--- config.mk ---
export PLATFORM = sky130hd
export DESIGN_NAME = game_clock_score_ctrl
export DESIGN_NICKNAME = d
export VERILOG_FILES = /design/src/rtl/sb_pkg.sv /design/src/rtl/seg_scan8.sv /design/src/rtl/game_clock_score_ctrl.sv
export SDC_FILE = /design/constraint.sdc
export NUM_CORES = 1
export LEC_CHECK = 0
export ABC_CLOCK_PERIOD_IN_PS = 4000
export BUFFER_PORTS_ARGS = -buffer_cell sky130_fd_sc_hd__buf_2
export CAP_MARGIN = 20
export CORE_AREA = 2 2 156 158
export DETAILED_ROUTE_END_ITERATION = 8
export DIE_AREA = 0 0 158 160
export SETUP_SLACK_MARGIN = 0.1
export SLEW_MARGIN = 20
export SYNTH_ARGS = -nofsm -noshare
export SYNTH_HDL_FRONTEND = slang
export SYNTH_SLANG_ARGS = --single-unit
--- constraint.sdc ---
create_clock -name clock -period 4 [get_ports clock]
set_input_delay 0 -clock clock [delete_from_list [all_inputs] [get_ports clock]]
set_output_delay 0 -clock clock [all_outputs]
set_load 0.01 [all_outputs]
--- src/rtl/sb_pkg.sv ---
// Shared scoreboard types: FSM encoding, score width, BCD split and seven-segment glyphs.
// Also holds the saturating score arithmetic used by every team channel.
package sb_pkg;

    localparam int SCORE_W = 7;

    typedef enum logic [2:0] {
        ST_IDLE  = 3'd0,
        ST_RUN   = 3'd1,
        ST_PAUSE = 3'd2,
        ST_BREAK = 3'd3,
        ST_FINAL = 3'd4
    } state_t;

    // Any nibble above 9 decodes to an unlit digit.
    localparam logic [3:0] BLANK_CODE = 4'hF;
    localparam logic [6:0] SEG_BLANK  = 7'h7F;

    function automatic logic [3:0] bcd_tens(input logic [6:0] v);
        return 4'(v / 7'd10);
    endfunction

    function automatic logic [3:0] bcd_ones(input logic [6:0] v);
        return 4'(v % 7'd10);
    endfunction

    // Active-low cathodes ordered {a,b,c,d,e,f,g}.
    function automatic logic [6:0] glyph(input logic [3:0] d);
        logic [6:0] g;
        case (d)
            4'd0:    g = 7'h01;
            4'd1:    g = 7'h4F;
            4'd2:    g = 7'h12;
            4'd3:    g = 7'h06;
            4'd4:    g = 7'h4C;
            4'd5:    g = 7'h24;
            4'd6:    g = 7'h20;
            4'd7:    g = 7'h0F;
            4'd8:    g = 7'h00;
            4'd9:    g = 7'h04;
            default: g = SEG_BLANK;
        endcase
        return g;
    endfunction

    function automatic logic [SCORE_W-1:0] sat_add(input logic [SCORE_W-1:0] v,
                                                   input logic [1:0]         inc,
                                                   input logic [SCORE_W-1:0] ceil);
        logic [SCORE_W:0] s;
        s = {1'b0, v} + {{(SCORE_W-1){1'b0}}, inc};
        return (s > {1'b0, ceil}) ? ceil : s[SCORE_W-1:0];
    endfunction

    function automatic logic [SCORE_W-1:0] sat_dec(input logic [SCORE_W-1:0] v);
        return (v == '0) ? '0 : v - SCORE_W'(1);
    endfunction

endpackage

--- src/rtl/seg_scan8.sv ---
// Eight-digit multiplexed seven-segment driver: free-running scan counter, digit mux
// and glyph decode. Anode and digit are registered; seg is decoded from the held digit.
module seg_scan8
    import sb_pkg::*;
#(
    parameter int SCAN_BITS = 17
)(
    input  logic        clock,
    input  logic        reset,
    input  logic [31:0] digits,
    output logic [7:0]  anode,
    output logic [6:0]  seg
);

    localparam int CNT_W = SCAN_BITS + 3;
    localparam logic [CNT_W-1:0] CNT_ONE = CNT_W'(1);

    logic [CNT_W-1:0] scan_cnt;
    logic [CNT_W-1:0] scan_nxt;
    logic [2:0]       scan_idx;
    logic [3:0]       digit;

    assign scan_nxt = scan_cnt + CNT_ONE;
    assign scan_idx = scan_nxt[CNT_W-1:SCAN_BITS];

    // Anode and digit track the counter value being loaded, so they always agree.
    always_ff @(posedge clock) begin
        if (reset) begin
            scan_cnt <= '0;
            anode    <= 8'hFE;
            digit    <= BLANK_CODE;
        end else begin
            scan_cnt <= scan_nxt;
            anode    <= ~(8'b1 << scan_idx);
            digit    <= digits[4*scan_idx +: 4];
        end
    end

    assign seg = glyph(digit);

endmodule

--- src/rtl/game_clock_score_ctrl.sv ---
// Game clock and multi-team score controller: run/pause FSM, MM:SS period countdown,
// saturating team scores and the eight-digit scoreboard display.
module game_clock_score_ctrl
    import sb_pkg::*;
#(
    parameter int CLK_HZ      = 100_000_000,
    parameter int PERIOD_MIN  = 12,
    parameter int NUM_PERIODS = 4,
    parameter int NUM_TEAMS   = 2,
    parameter int SCORE_MAX   = 99,
    parameter int SCAN_BITS   = 17
)(
    input  logic                         clock,
    input  logic                         reset,
    input  logic                         start_pause,
    input  logic                         reset_clock,
    input  logic                         reset_points,
    input  logic [2:0]                   team_sel,
    input  logic                         pt1,
    input  logic                         pt2,
    input  logic                         pt3,
    input  logic                         pt_undo,
    output logic [6:0]                   minutes,
    output logic [5:0]                   seconds,
    output logic [3:0]                   period,
    output logic                         running,
    output logic                         horn,
    output logic                         game_over,
    output logic [SCORE_W*NUM_TEAMS-1:0] scores,
    output logic [7:0]                   anode,
    output logic [6:0]                   seg
);

    localparam int TICK_W = (CLK_HZ > 1) ? $clog2(CLK_HZ) : 1;
    localparam logic [TICK_W-1:0]  TICK_LAST   = TICK_W'(CLK_HZ - 1);
    localparam logic [TICK_W-1:0]  TICK_ONE    = TICK_W'(1);
    localparam logic [6:0]         MIN_LOAD    = 7'(PERIOD_MIN);
    localparam logic [3:0]         LAST_PERIOD = 4'(NUM_PERIODS);
    localparam logic [SCORE_W-1:0] SCORE_CEIL  = SCORE_W'(SCORE_MAX);

    state_t            state;
    logic [TICK_W-1:0] tick_cnt;
    logic [31:0]       digits;

    // reset_clock shares the full clock reload with reset and outranks start_pause.
    always_ff @(posedge clock) begin
        if (reset || reset_clock) begin
            state     <= ST_IDLE;
            minutes   <= MIN_LOAD;
            seconds   <= '0;
            period    <= 4'd1;
            tick_cnt  <= '0;
            running   <= 1'b0;
            horn      <= 1'b0;
            game_over <= 1'b0;
        end else begin
            horn <= 1'b0;
            case (state)
                ST_IDLE: begin
                    if (start_pause) begin
                        state    <= ST_RUN;
                        running  <= 1'b1;
                        tick_cnt <= '0;
                    end
                end
                ST_RUN: begin
                    if (start_pause) begin
                        state   <= ST_PAUSE;
                        running <= 1'b0;
                    end else if (tick_cnt != TICK_LAST) begin
                        tick_cnt <= tick_cnt + TICK_ONE;
                    end else begin
                        tick_cnt <= '0;
                        if (seconds != 6'd0) begin
                            seconds <= seconds - 6'd1;
                        end else begin
                            minutes <= minutes - 7'd1;
                            seconds <= 6'd59;
                        end
                        // 00:01 -> 00:00 ends the period; 00:00 is never counted from.
                        if (minutes == 7'd0 && seconds == 6'd1) begin
                            horn    <= 1'b1;
                            running <= 1'b0;
                            if (period == LAST_PERIOD) begin
                                state     <= ST_FINAL;
                                game_over <= 1'b1;
                            end else begin
                                state <= ST_BREAK;
                            end
                        end
                    end
                end
                ST_PAUSE: begin
                    if (start_pause) begin
                        state   <= ST_RUN;
                        running <= 1'b1;
                    end
                end
                ST_BREAK: begin
                    if (start_pause) begin
                        state    <= ST_RUN;
                        running  <= 1'b1;
                        tick_cnt <= '0;
                        minutes  <= MIN_LOAD;
                        seconds  <= '0;
                        period   <= period + 4'd1;
                    end
                end
                default: begin
                end
            endcase
        end
    end

    for (genvar i = 0; i < NUM_TEAMS; i++) begin : g_team
        logic [SCORE_W-1:0] score;

        always_ff @(posedge clock) begin
            if (reset || reset_points) begin
                score <= '0;
            end else if (team_sel == 3'(i)) begin
                if (pt3)          score <= sat_add(score, 2'd3, SCORE_CEIL);
                else if (pt2)     score <= sat_add(score, 2'd2, SCORE_CEIL);
                else if (pt1)     score <= sat_add(score, 2'd1, SCORE_CEIL);
                else if (pt_undo) score <= sat_dec(score);
            end
        end

        assign scores[SCORE_W*i +: SCORE_W] = score;
    end

    // Digit 0 is the minutes tens digit; team0 ones lands on digit 7.
    assign digits = {bcd_ones(scores[6:0]),      bcd_tens(scores[6:0]),
                     bcd_ones(scores[13:7]),     bcd_tens(scores[13:7]),
                     bcd_ones({1'b0, seconds}),  bcd_tens({1'b0, seconds}),
                     bcd_ones(minutes),          bcd_tens(minutes)};

    seg_scan8 #(
        .SCAN_BITS (SCAN_BITS)
    ) u_scan (
        .clock  (clock),
        .reset  (reset),
        .digits (digits),
        .anode  (anode),
        .seg    (seg)
    );

endmodule

==> impl_metrics.ini, run 1 <==
[die]
boundaryPins = 61
die_x_um = 158
floorplan.initialDensity_pct = 34.1
die_area_mm2 = 0.0253
num_rows = 57
chipHeight_um = 160
core_area_mm2 = 0.0238

[setup_path]
worst_ep_required_time_ns = 4.24
critical_path_cell_count = 16
critical_path.n_buffers_inverters = 3
crit_chain = buf_6, nor3b_2, or3b_4, a21oi_4, ha_2, inv_1, o21ai_0, a21oi_1, nor4_4, nor2_1, a2111o_1, a221oi_4, buf_4, ha_1, mux2i_1, a21oi_1
r2r_setup_slack_ns = 0.25
launching_instance_or_port_of_the_critical_path = minutes[6]
cp-endpoint = u_scan.seg[3]
critical-path-top-cell-by-count = a21oi_1
setup.worst_path.start_class = register
rr_worst_depth = 16
cpLargestDelayFamily = compound AO/OA/AOI/OAI gates
crit_slowest_cell = a2111o_1
worstReg2RegEnd = u_scan.seg[3]
timing.setup.critical_path_class = reg -> reg
cp_max_fo = 13
worstReg2RegStart = minutes[6]
crit_path_max_incr_delay_ns = 0.44
worstPathArrival_ns = 3.99
crit_path_end_kind = register

[routing]
drt-wirelength-per-cell_um = 15.6
via_per_inst = 5.60
drt-total-wl_um = 23300
drt.antenna.violating_nets = 0
post-route-drc-count = 0
vias = 8351
drt_iter0_markers = 559
detailedRoute.firstPassIterationCount = 5

[global_routing]
antenna_violations_before_repair = 0
number_of_global_route_vias_before_repair = 7608
global_route.usage.total_pct = 18.4
largest_net_degree_at_the_start_of_global_routing = 35
grt_overflow_total = 0
grt_first_pass_wirelength_um = 38600

[clock_network]
path_clk_slew_ns = 0.08
numClockSinks = 99
clock-root-buffer = clkbuf_16
clock_buffers_created_by_tritoncts = 9
cts_buffer_depth = 2
cts_tree = yes
clk_latency_ns = 0.37
cts_max_level = 3

[sta]
drv_slew = 0
final_hold_viol_count = 0
worst_margin_pin_slew_ns = 0.854
clock-skew-final_ns = 0.0118
finalSetupTns_ns = 0
setup_viol = 0
max-slew-margin-rel_pct = 42.9
layout_worst_path_cycle_share_pct = 93.7
grt_setup_unrepaired = false
maxClockFrequency_ghz = 0.267
period_minus_slack_ns = 3.75

[logic_synthesis]
synth_top_cell_area_share_pct = 24.4
synth_cell_types = 93
post_synth_main_area_contributors = dfxtp_1, ha_1, nor2_1
synth_edf_count = 0
synth_seq_cells = 99
synth_largest_area_cell = dfxtp_1
synth_nets = 1172
synthFlopType = dfxtp_1
synthMostInstantiatedCell = nor2_1
postSynth.asyncResetShare_pct = 0
yosysSeqAreaShare_pct = 24.4
netlist_instances = 1121
ys.warnings.count = 0
syn-mean-instance-area_um2 = 7.24
post_synth_instance_area_mm2 = 0.00811
synth.top_cells.by_count = nor2_1, nand2_1, dfxtp_1

[place]
dp_hpwl_um = 16700
place.detailed.instances = 1469
gp_routability_congestion = 0.874
place.port_buffers = 60

[run_status]
outcome = completed

[power]
power.static_leakage_nw = 3.43
cell_area_power_density_mw_per_mm2 = 229
peakVddDrop_v = 0.000197

[final_layout]
fin_util_pct = 39.0
fillerInstances = 2568
drive_gt1_share_pct = 15.2
area_growth_from_synthesis_to_final_layout_pct = 14.4
diodes = 0
instances_no_fill = 1492
nNetsFinal = 1215

[min_path]
hold_path_depth = 3
worst_min_path_class = in -> reg

[job]
drv_cap = 0
## worst min-delay path: cells and delay by family
family | cells | cell delay (ns)
and+or+nand+nor | 1 | 0.11
AOI/OAI and AO/OA | 1 | 0.05
buffers and inverters | 1 | 0.19
## stage by stage
step | power, mW | setup WS (ns) | hold slack (ns) | area, um^2
3_3_place_gp | 1.25 | 0.167 | 0.305 | 8840
2_1_floorplan | 1.18 | 0.107 | 0.140 | 8150
4_1_cts | 2.16 | 0.100 | 0.0176 | 9170
6_report | 2.13 | 0.251 | 0.0274 | 9290
3_5_place_dp | 1.25 | -0.0367 | 0.315 | 8840
5_1_grt | 2.22 | 0.0217 | 0.0512 | 9290
## layout by cell type (no fill, tap or decap), types with 5 or more instances in the layout
cell type    n
a211oi_1    10
xnor2_1     31
a221oi_1    11
mux2i_1     10
nand4_1     20
o21ai_0     72
nand3_1     48
nand2b_1    15
dfxtp_1     96
nand2_1    115
a21o_1       7
o31ai_1      8
and2_1       9
o211ai_1     7
nor2_1     127
buf_4       40
a311oi_1     8
nor2b_1     20
o22ai_1      8
and3_1      13
or2_2        9
a22oi_1      5
buf_2       61
ha_1        37
o221ai_1     7
clkbuf_16    9
nand3b_1     5
inv_1       34
a21oi_1     89
xor2_1      40
o211a_1      5
nor3_1      31
a31oi_1     16
or3_1       15
nor3b_1      5
## metal layers
metal	part of all wire (%)	global-route usage [%]
met4	1.6	5.77
met2	47	30.1
met5	0	0
met3	6.1	3.72
met1	45	24.4
## where the power goes
part	switching, mW	internal [mW]	leakage (nW)
clock network	0.415	0.484	0.142
registers	0.0103	0.997	0.803
logic	0.141	0.0817	2.49
total	0.566	1.56	3.43
## worst min path at each step
stage                     start         to  slack [ns]
floorplan           reset_clock  period[0]        0.14
detailed placement  reset_clock  period[0]        0.31
global route        start_pause  period[1]        0.05
global placement    reset_clock  period[0]        0.30
finish              start_pause  period[1]        0.03
CTS                 start_pause  period[1]        0.02
## what timing repair did
item,4_1_cts,5_1_grt
resized for setup,3,22
gates cloned,0,1
setup buffers,0,5
endpoints found under the setup margin,5,7
pin swaps,0,8
hold endpoints to repair,3,0
hold buffers,2,0
## layout make-up
class	count	area, um^2	share of cell area [%]
Timing Repair Buffer	107	671	7.22
Clock inverter	6	65.1	0.701
Sequential cell	99	1990	21.4
Clock buffer	9	225	2.43
Inverter	38	145	1.56
Tap cell	324	405	4.37
Multi-Input combinational cell	909	5790	62.3
## flip-flops by register name, summed over array words and instances (netlist names)
signal and cells:
tick_cnt 27, g_team.score 14, u_scan.scan_cnt 20, u_scan.anode 8
state 3, seconds 6, u_scan.seg 7, running 1
minutes 7, horn 1, period 4, game_over 1
## cell families after synthesis
group,count (synthesis),share of synthesized area [%]
flip-flops,99,24.4
AO/OA/AOI/OAI,314,25.5
AND/OR/NAND/NOR,468,28.7
multiplexers,15,1.97
buffers and inverters,113,5.44
XOR/XNOR,72,7.86
adder cells (fa/ha/maj),40,6.14
Note: power is estimated with default switching activity, not from simulation.
==> inputs of run 2 (changes only) <==
--- a/config.mk
+++ b/config.mk
@@ -5,12 +5,13 @@
 export SDC_FILE = /design/constraint.sdc
 export NUM_CORES = 1
 export LEC_CHECK = 0
-export ABC_CLOCK_PERIOD_IN_PS = 4000
+export ABC_AREA = 1
+export ABC_CLOCK_PERIOD_IN_PS = 3100
 export BUFFER_PORTS_ARGS = -buffer_cell sky130_fd_sc_hd__buf_2
 export CAP_MARGIN = 20
-export CORE_AREA = 2 2 156 158
+export CORE_AREA = 2 2 165 135
 export DETAILED_ROUTE_END_ITERATION = 8
-export DIE_AREA = 0 0 158 160
+export DIE_AREA = 0 0 167 137
 export SETUP_SLACK_MARGIN = 0.1
 export SLEW_MARGIN = 20
 export SYNTH_ARGS = -nofsm -noshare
==> constraint.sdc (replaced) <==
create_clock -name clock -period 3.1 [get_ports clock]
set_input_delay 0 -clock clock [delete_from_list [all_inputs] [get_ports clock]]
set_output_delay 0 -clock clock [all_outputs]
set_load 0.01 [all_outputs]
==> impl_metrics.ini, run 2 <==
[run_status]
outcome = finished, violations left
violations = negative setup slack

[clock_network]
cts_tree = yes
path_clk_slew_ns = 0.08
cts_max_level = 3
clk_latency_ns = 0.36
clock_buffers_created_by_tritoncts = 9
numClockSinks = 99
clock-root-buffer = clkbuf_16
cts_buffer_depth = 2

[die]
num_rows = 48
die_area_mm2 = 0.0229
chipHeight_um = 137
die_x_um = 167
boundaryPins = 61
core_area_mm2 = 0.0212
floorplan.initialDensity_pct = 34.4

[min_path]
worst_min_path_class = in -> reg
hold_path_depth = 4

[power]
power.static_leakage_nw = 4.32
power_frac_clock_pct = 43.0
cell_area_power_density_mw_per_mm2 = 313
power.share.switching_pct = 28.4
p_seq_share_pct = 44.7
total_switching_power_uw = 827
power_report.internal_total_mw = 2.09
peakVddDrop_v = 0.000299
combinationalPowerShare_pct = 12.3

[sta]
grt_setup_unrepaired = true
clock-skew-final_ns = 0.0105
final_hold_viol_count = 0
layout_worst_path_cycle_share_pct = 101
worst_margin_pin_slew_ns = 0.915
max-slew-margin-rel_pct = 38.4
setup_viol = 4
drv_slew = 0
maxClockFrequency_ghz = 0.320
postLayoutSetupSlackWorst_ns = -0.0279
period_minus_slack_ns = 3.13

[logic_synthesis]
postSynth.asyncResetShare_pct = 0
netlist_instances = 1115
synth_top_cell_area_share_pct = 27.2
post_synth_main_area_contributors = dfxtp_1, nand2_1, inv_1
synth_top_family_by_area = simple AND/OR/NAND/NOR gates
synth_nets = 1166
synth_seq_cells = 99
synth-compound-area-share_pct = 16.1
synthMostInstantiatedCell = nand2_1
post_synth_instance_area_mm2 = 0.00729
ys.warnings.count = 0
synth-simple-area-share_pct = 34.5
yosys.area_share.adder_pct = 6.70
synth_cell_types = 54
syn-mean-instance-area_um2 = 6.54
yosys.area_share.xor_xnor_pct = 5.51
synth.top_cells.by_count = nand2_1, inv_1, nor2_1
synth.mux.area_fraction_pct = 0
yosysSeqAreaShare_pct = 27.2
synth_edf_count = 0
synthFlopType = dfxtp_1
synth_largest_area_cell = dfxtp_1

[final_layout]
nNetsFinal = 1315
largest_register_ff_count = 27
drive_gt1_share_pct = 24.8
most_used_cells_in_the_layout_excluding_fill_and_tap_cells = nand2_1, inv_1, nor2_1, dfxtp_1, buf_4
register_containing_the_most_flip_flops_in_the_final_layout = tick_cnt
layout.area.seq_mm2 = 0.00199
multiInputGateArea_mm2 = 0.00494
fin_util_pct = 44.0
most_common_library_cell_in_the_layout_ignoring_fill_and_taps = nand2_1
diodes = 0
area_growth_from_synthesis_to_final_layout_pct = 27.9
regs_by_ff_count = tick_cnt (27), u_scan.scan_cnt (20), g_team.score (14)
fillerInstances = 2156

[routing]
detailedRoute.firstPassIterationCount = 5
post-route-drc-count = 0
drt-total-wl_um = 20600
vias = 7695
drt.antenna.violating_nets = 0
drt-wirelength-per-cell_um = 13.3
drt_iter0_markers = 494
via_per_inst = 4.98

[global_routing]
largest_net_degree_at_the_start_of_global_routing = 21
number_of_global_route_vias_before_repair = 6848
grt_first_pass_wirelength_um = 33200
grt_overflow_total = 0
global_route.usage.total_pct = 17.6
antenna_violations_before_repair = 0

[place]
place.port_buffers = 60
dp_hpwl_um = 15200
gp_routability_congestion = 0.923
dp_slack_ns = -0.0480

[setup_path]
worst_ep_required_time_ns = 3.35
timing.setup.critical_path_class = reg -> reg
setup.worst_path.start_class = register
critical-path-top-cell-by-count = nand2_4
cp_max_fo = 5
crit_path_max_incr_delay_ns = 0.40
crit_slowest_cell = dfxtp_4
crit_path_end_kind = register
worstPathArrival_ns = 3.38
rr_worst_depth = 29

[job]
drv_cap = 0
-- run 2: critical path, delay by kind of cell (launching register included) --
| kind | cells | cell delay, ns |
|---|---|---|
| adders and majority gates | 3 | 0.63 |
| buffers and inverters | 5 | 0.32 |
| DFF | 1 | 0.40 |
| and+or+nand+nor | 20 | 1.49 |
| AOI/OAI and AO/OA | 1 | 0.15 |
-- run 2: logic make-up (layout without fill, tap and decap cells) --
logic type,Yosys count,after routing
buf+inv,187,341
compound gates,196,196
xor+xnor,45,45
flops,99,99
simple gates,549,549
fa+ha+maj,39,39
-- run 2: stage by stage --
| stage | hold slack [ns] | instance area [um^2] | TNS [ns] | power (mW) | cells |
|---|---|---|---|---|---|
| 4_1_cts | 0.0543 | 8960 | 0 | 2.92 | 1523 |
| 6_report | 0.0730 | 9320 | -0.0615 | 2.91 | 1544 |
| 3_5_place_dp | 0.231 | 8220 | -0.0952 | 1.64 | 1471 |
| 5_1_grt | 0.100 | 9320 | -1.22 | 3.04 | 1544 |
| 3_3_place_gp | 0.226 | 8220 | 0 | 1.64 | 1471 |
| 2_1_floorplan | 0.0793 | 7380 | 0 | 1.55 | 1115 |
-- run 2: final cells by class --
| cell class | instances | share of cell area (%) |
|---|---|---|
| Clock inverter | 7 | 1.07 |
| Clock buffer | 9 | 2.42 |
| Inverter | 167 | 6.89 |
| Timing Repair Buffer | 158 | 11.6 |
| Tap cell | 275 | 3.69 |
| Multi-Input combinational cell | 829 | 53.0 |
| Sequential cell | 99 | 21.4 |
-- run 2: final timing paths --
check	start	endpoint	slack (ns)
worst max-delay path	g_team[0].score[4]	u_scan.seg[3]	-0.03
worst min-delay path	team_sel[1]	g_team[0].score[1]	0.07
worst max register to register	g_team[0].score[4]	u_scan.seg[3]	-0.03
worst min register to register	u_scan.scan_cnt[0]	u_scan.scan_cnt[0]	0.44
-- run 2: metal layers --
layer / GRT usage [%] / vias to the layer above / wire [um]
met5: 0 / - / 0
met4: 4.60 / 0 / 337
met3: 3.41 / 25 / 1120
met2: 27.1 / 190 / 8700
met1: 25.1 / 3510 / 10400
li1: - / 3970 / -
-- run 2: power by group through the flow --
stage                     Combinational [mW]  Clock [mW]  Sequential (mW)
after CTS                              0.328        1.30             1.30
after global routing                   0.397        1.33             1.31
after detailed placement               0.309           0             1.33
final                                  0.358        1.25             1.30
after floorplan                        0.212           0             1.33
after global placement                 0.308           0             1.33
-- run 2: timing repair --
item                                    4_1_cts  5_1_grt
pin swaps                                    31       43
gates resized for setup                      33       53
hold buffers                                  4        0
hold endpoints to repair                      4        0
endpoints found under the setup margin        7       11
buffers inserted                             32       21
==> inputs of run 3 (changes only) <==
--- a/config.mk
+++ b/config.mk
@@ -5,13 +5,13 @@
 export SDC_FILE = /design/constraint.sdc
 export NUM_CORES = 1
 export LEC_CHECK = 0
-export ABC_AREA = 1
 export ABC_CLOCK_PERIOD_IN_PS = 3100
 export BUFFER_PORTS_ARGS = -buffer_cell sky130_fd_sc_hd__buf_2
 export CAP_MARGIN = 20
-export CORE_AREA = 2 2 165 135
+export CORE_AREA = 2 2 174 142
 export DETAILED_ROUTE_END_ITERATION = 8
-export DIE_AREA = 0 0 167 137
+export DIE_AREA = 0 0 176 144
+export MAX_ROUTING_LAYER = met4
 export SETUP_SLACK_MARGIN = 0.1
 export SLEW_MARGIN = 20
 export SYNTH_ARGS = -nofsm -noshare
==> impl_metrics.ini, run 3 (synthesized netlist as in run 1, its figures left out) <==
[run_status]
outcome = finished, violations left
violations = negative setup slack

[global_routing]
largest_net_degree_at_the_start_of_global_routing = 35
global_route.usage.total_pct = 19.7
antenna_violations_before_repair = 0
number_of_global_route_vias_before_repair = 7852
grt_first_pass_wirelength_um = 40100
grt_overflow_total = 0

[die]
die_x_um = 176
boundaryPins = 61
floorplan.initialDensity_pct = 34.1
num_rows = 51
core_area_mm2 = 0.0238
chipHeight_um = 144
die_area_mm2 = 0.0253

[final_layout]
most_used_cells_in_the_layout_excluding_fill_and_tap_cells = buf_4, nor2_1, nand2_1, dfxtp_1, a21oi_1
nNetsFinal = 1334
area_growth_from_synthesis_to_final_layout_pct = 28.2
regs_by_ff_count = tick_cnt (27), u_scan.scan_cnt (20), g_team.score (14)
finalInstanceArea_mm2 = 0.0104
register_containing_the_most_flip_flops_in_the_final_layout = tick_cnt
most_common_library_cell_in_the_layout_ignoring_fill_and_taps = buf_4
diodes = 0
fillerInstances = 2438
largest_register_ff_count = 27
drive_gt1_share_pct = 25.4

[clock_network]
numClockSinks = 99
clock_buffers_created_by_tritoncts = 9
cts_max_level = 3
path_clk_slew_ns = 0.08
cts_tree = yes
clk_latency_ns = 0.36
clock-root-buffer = clkbuf_16
cts_buffer_depth = 2

[routing]
drt-total-wl_um = 24300
drt.antenna.violating_nets = 0
via_per_inst = 5.42
post-route-drc-count = 0
detailedRoute.firstPassIterationCount = 5
vias = 8703
drt_iter0_markers = 708
drt-wirelength-per-cell_um = 15.2

[sta]
setup_viol = 7
hold-worst-slack_ns = 0.0367
layout_worst_path_cycle_share_pct = 113
maxClockFrequency_ghz = 0.285
max-slew-margin-rel_pct = 47.7
grt_setup_unrepaired = true
drv_slew = 0
clock-skew-final_ns = 0.0141
final_hold_viol_count = 0
worst_margin_pin_slew_ns = 0.782
postLayoutSetupSlackWorst_ns = -0.415
period_minus_slack_ns = 3.51

[place]
place.port_buffers = 60
gp_routability_congestion = 0.912
cell_area_after_placement_mm2 = 0.00980
dp_hpwl_um = 18300

[setup_path]
cp_max_fo = 5
worstReg2RegStart = minutes[4]
launching_instance_or_port_of_the_critical_path = minutes[4]
crit_path_end_kind = register
setup.worst_path.start_class = register
rr_worst_depth = 17
worst_ep_required_time_ns = 3.34
worstPathArrival_ns = 3.75
timing.setup.critical_path_class = reg -> reg

[power]
power.static_leakage_nw = 4.05
cell_area_power_density_mw_per_mm2 = 269
peakVddDrop_v = 0.000250

[job]
drv_cap = 0

[min_path]
min_from = team_sel[0]
hold_path_depth = 4
worst_min_path_class = in -> reg
==> run 3: cell types whose count changed in the layout (fill, tap and decap cells not counted), sizes merged, moves of 10 or more <==
cell / before / now
inv: 170 / 42
o21ai: 67 / 78
and3: 3 / 13
xnor2: 6 / 32
or3: 0 / 15
or2: 2 / 14
buf: 154 / 222
mux2i: 0 / 10
nand2: 268 / 115
nand2b: 0 / 15
a21oi: 67 / 92
a31oi: 4 / 16
nand3: 86 / 48
nor2b: 0 / 21
==> run 3: worst max-delay path, stage by stage (launching register included) <==
cell and delay (ns):
dfxtp_4 0.37, nor3b_4 0.15, o21ai_1 0.13, or3b_4 0.42, a21oi_4 0.17, ha_4 0.17, inv_4 0.04, o21ai_2 0.12
a21oi_2 0.08, nor4_4 0.30, buf_4 0.17, nor2_2 0.03, a2111o_1 0.33, a221oi_4 0.28, buf_6 0.16, ha_1 0.24
mux2i_1 0.15, a21oi_1 0.09
==> run 3: layout make-up <==
class	instances	area [um^2]	area share [%]
clock buffers	9	225	2.17
clock inverters	7	88.8	0.854
flip-flops and latches	99	2000	19.2
multi-input cells	909	5950	57.2
repair buffers	226	1590	15.3
inverters	38	148	1.42
well taps	318	398	3.83
==> run 3: path summary, 6_finish.rpt <==
check,endpoint,slack (ns)
min,g_team[0].score[1],0.04
max,u_scan.seg[3],-0.41
min reg2reg,u_scan.scan_cnt[0],0.46
max reg2reg,u_scan.seg[3],-0.41
==> run 3: through the flow <==
stage	util [%]	setup TNS (ns)	std cells	setup WS (ns)	total power, mW
floorplan	-	-2.93	1121	-0.512	1.53
detailed placement	41.2	-3.89	1581	-0.614	1.64
global route	43.7	-3.94	1606	-0.614	2.92
global placement	41.2	-2.82	1581	-0.440	1.64
CTS	42.9	-3.24	1604	-0.508	2.82
finish	43.7	-2.55	1606	-0.415	2.80
==> run 3: metal layers <==
metal,track usage (%),vias to the layer above,routed length [um]
li1,-,4357,-
met1,29.6,4073,12600
met2,27.7,245,10100
met3,2.66,28,1320
met4,4.44,0,355
met5,-,-,0
==> run 3: timing repair <==
action,in CTS,in global routing
buffers inserted,3,2
gates resized for setup,12,40
setup endpoints to repair,7,13
pin swaps,7,8
hold buffers,4,0
endpoints found under the hold margin,8,0
==> run 3: power by group <==
part           switching [mW]  total [mW]  internal, mW
Combinational           0.195       0.327         0.131
Sequential             0.0126        1.30          1.29
Clock                   0.588        1.17         0.586
Total                   0.796        2.80          2.00
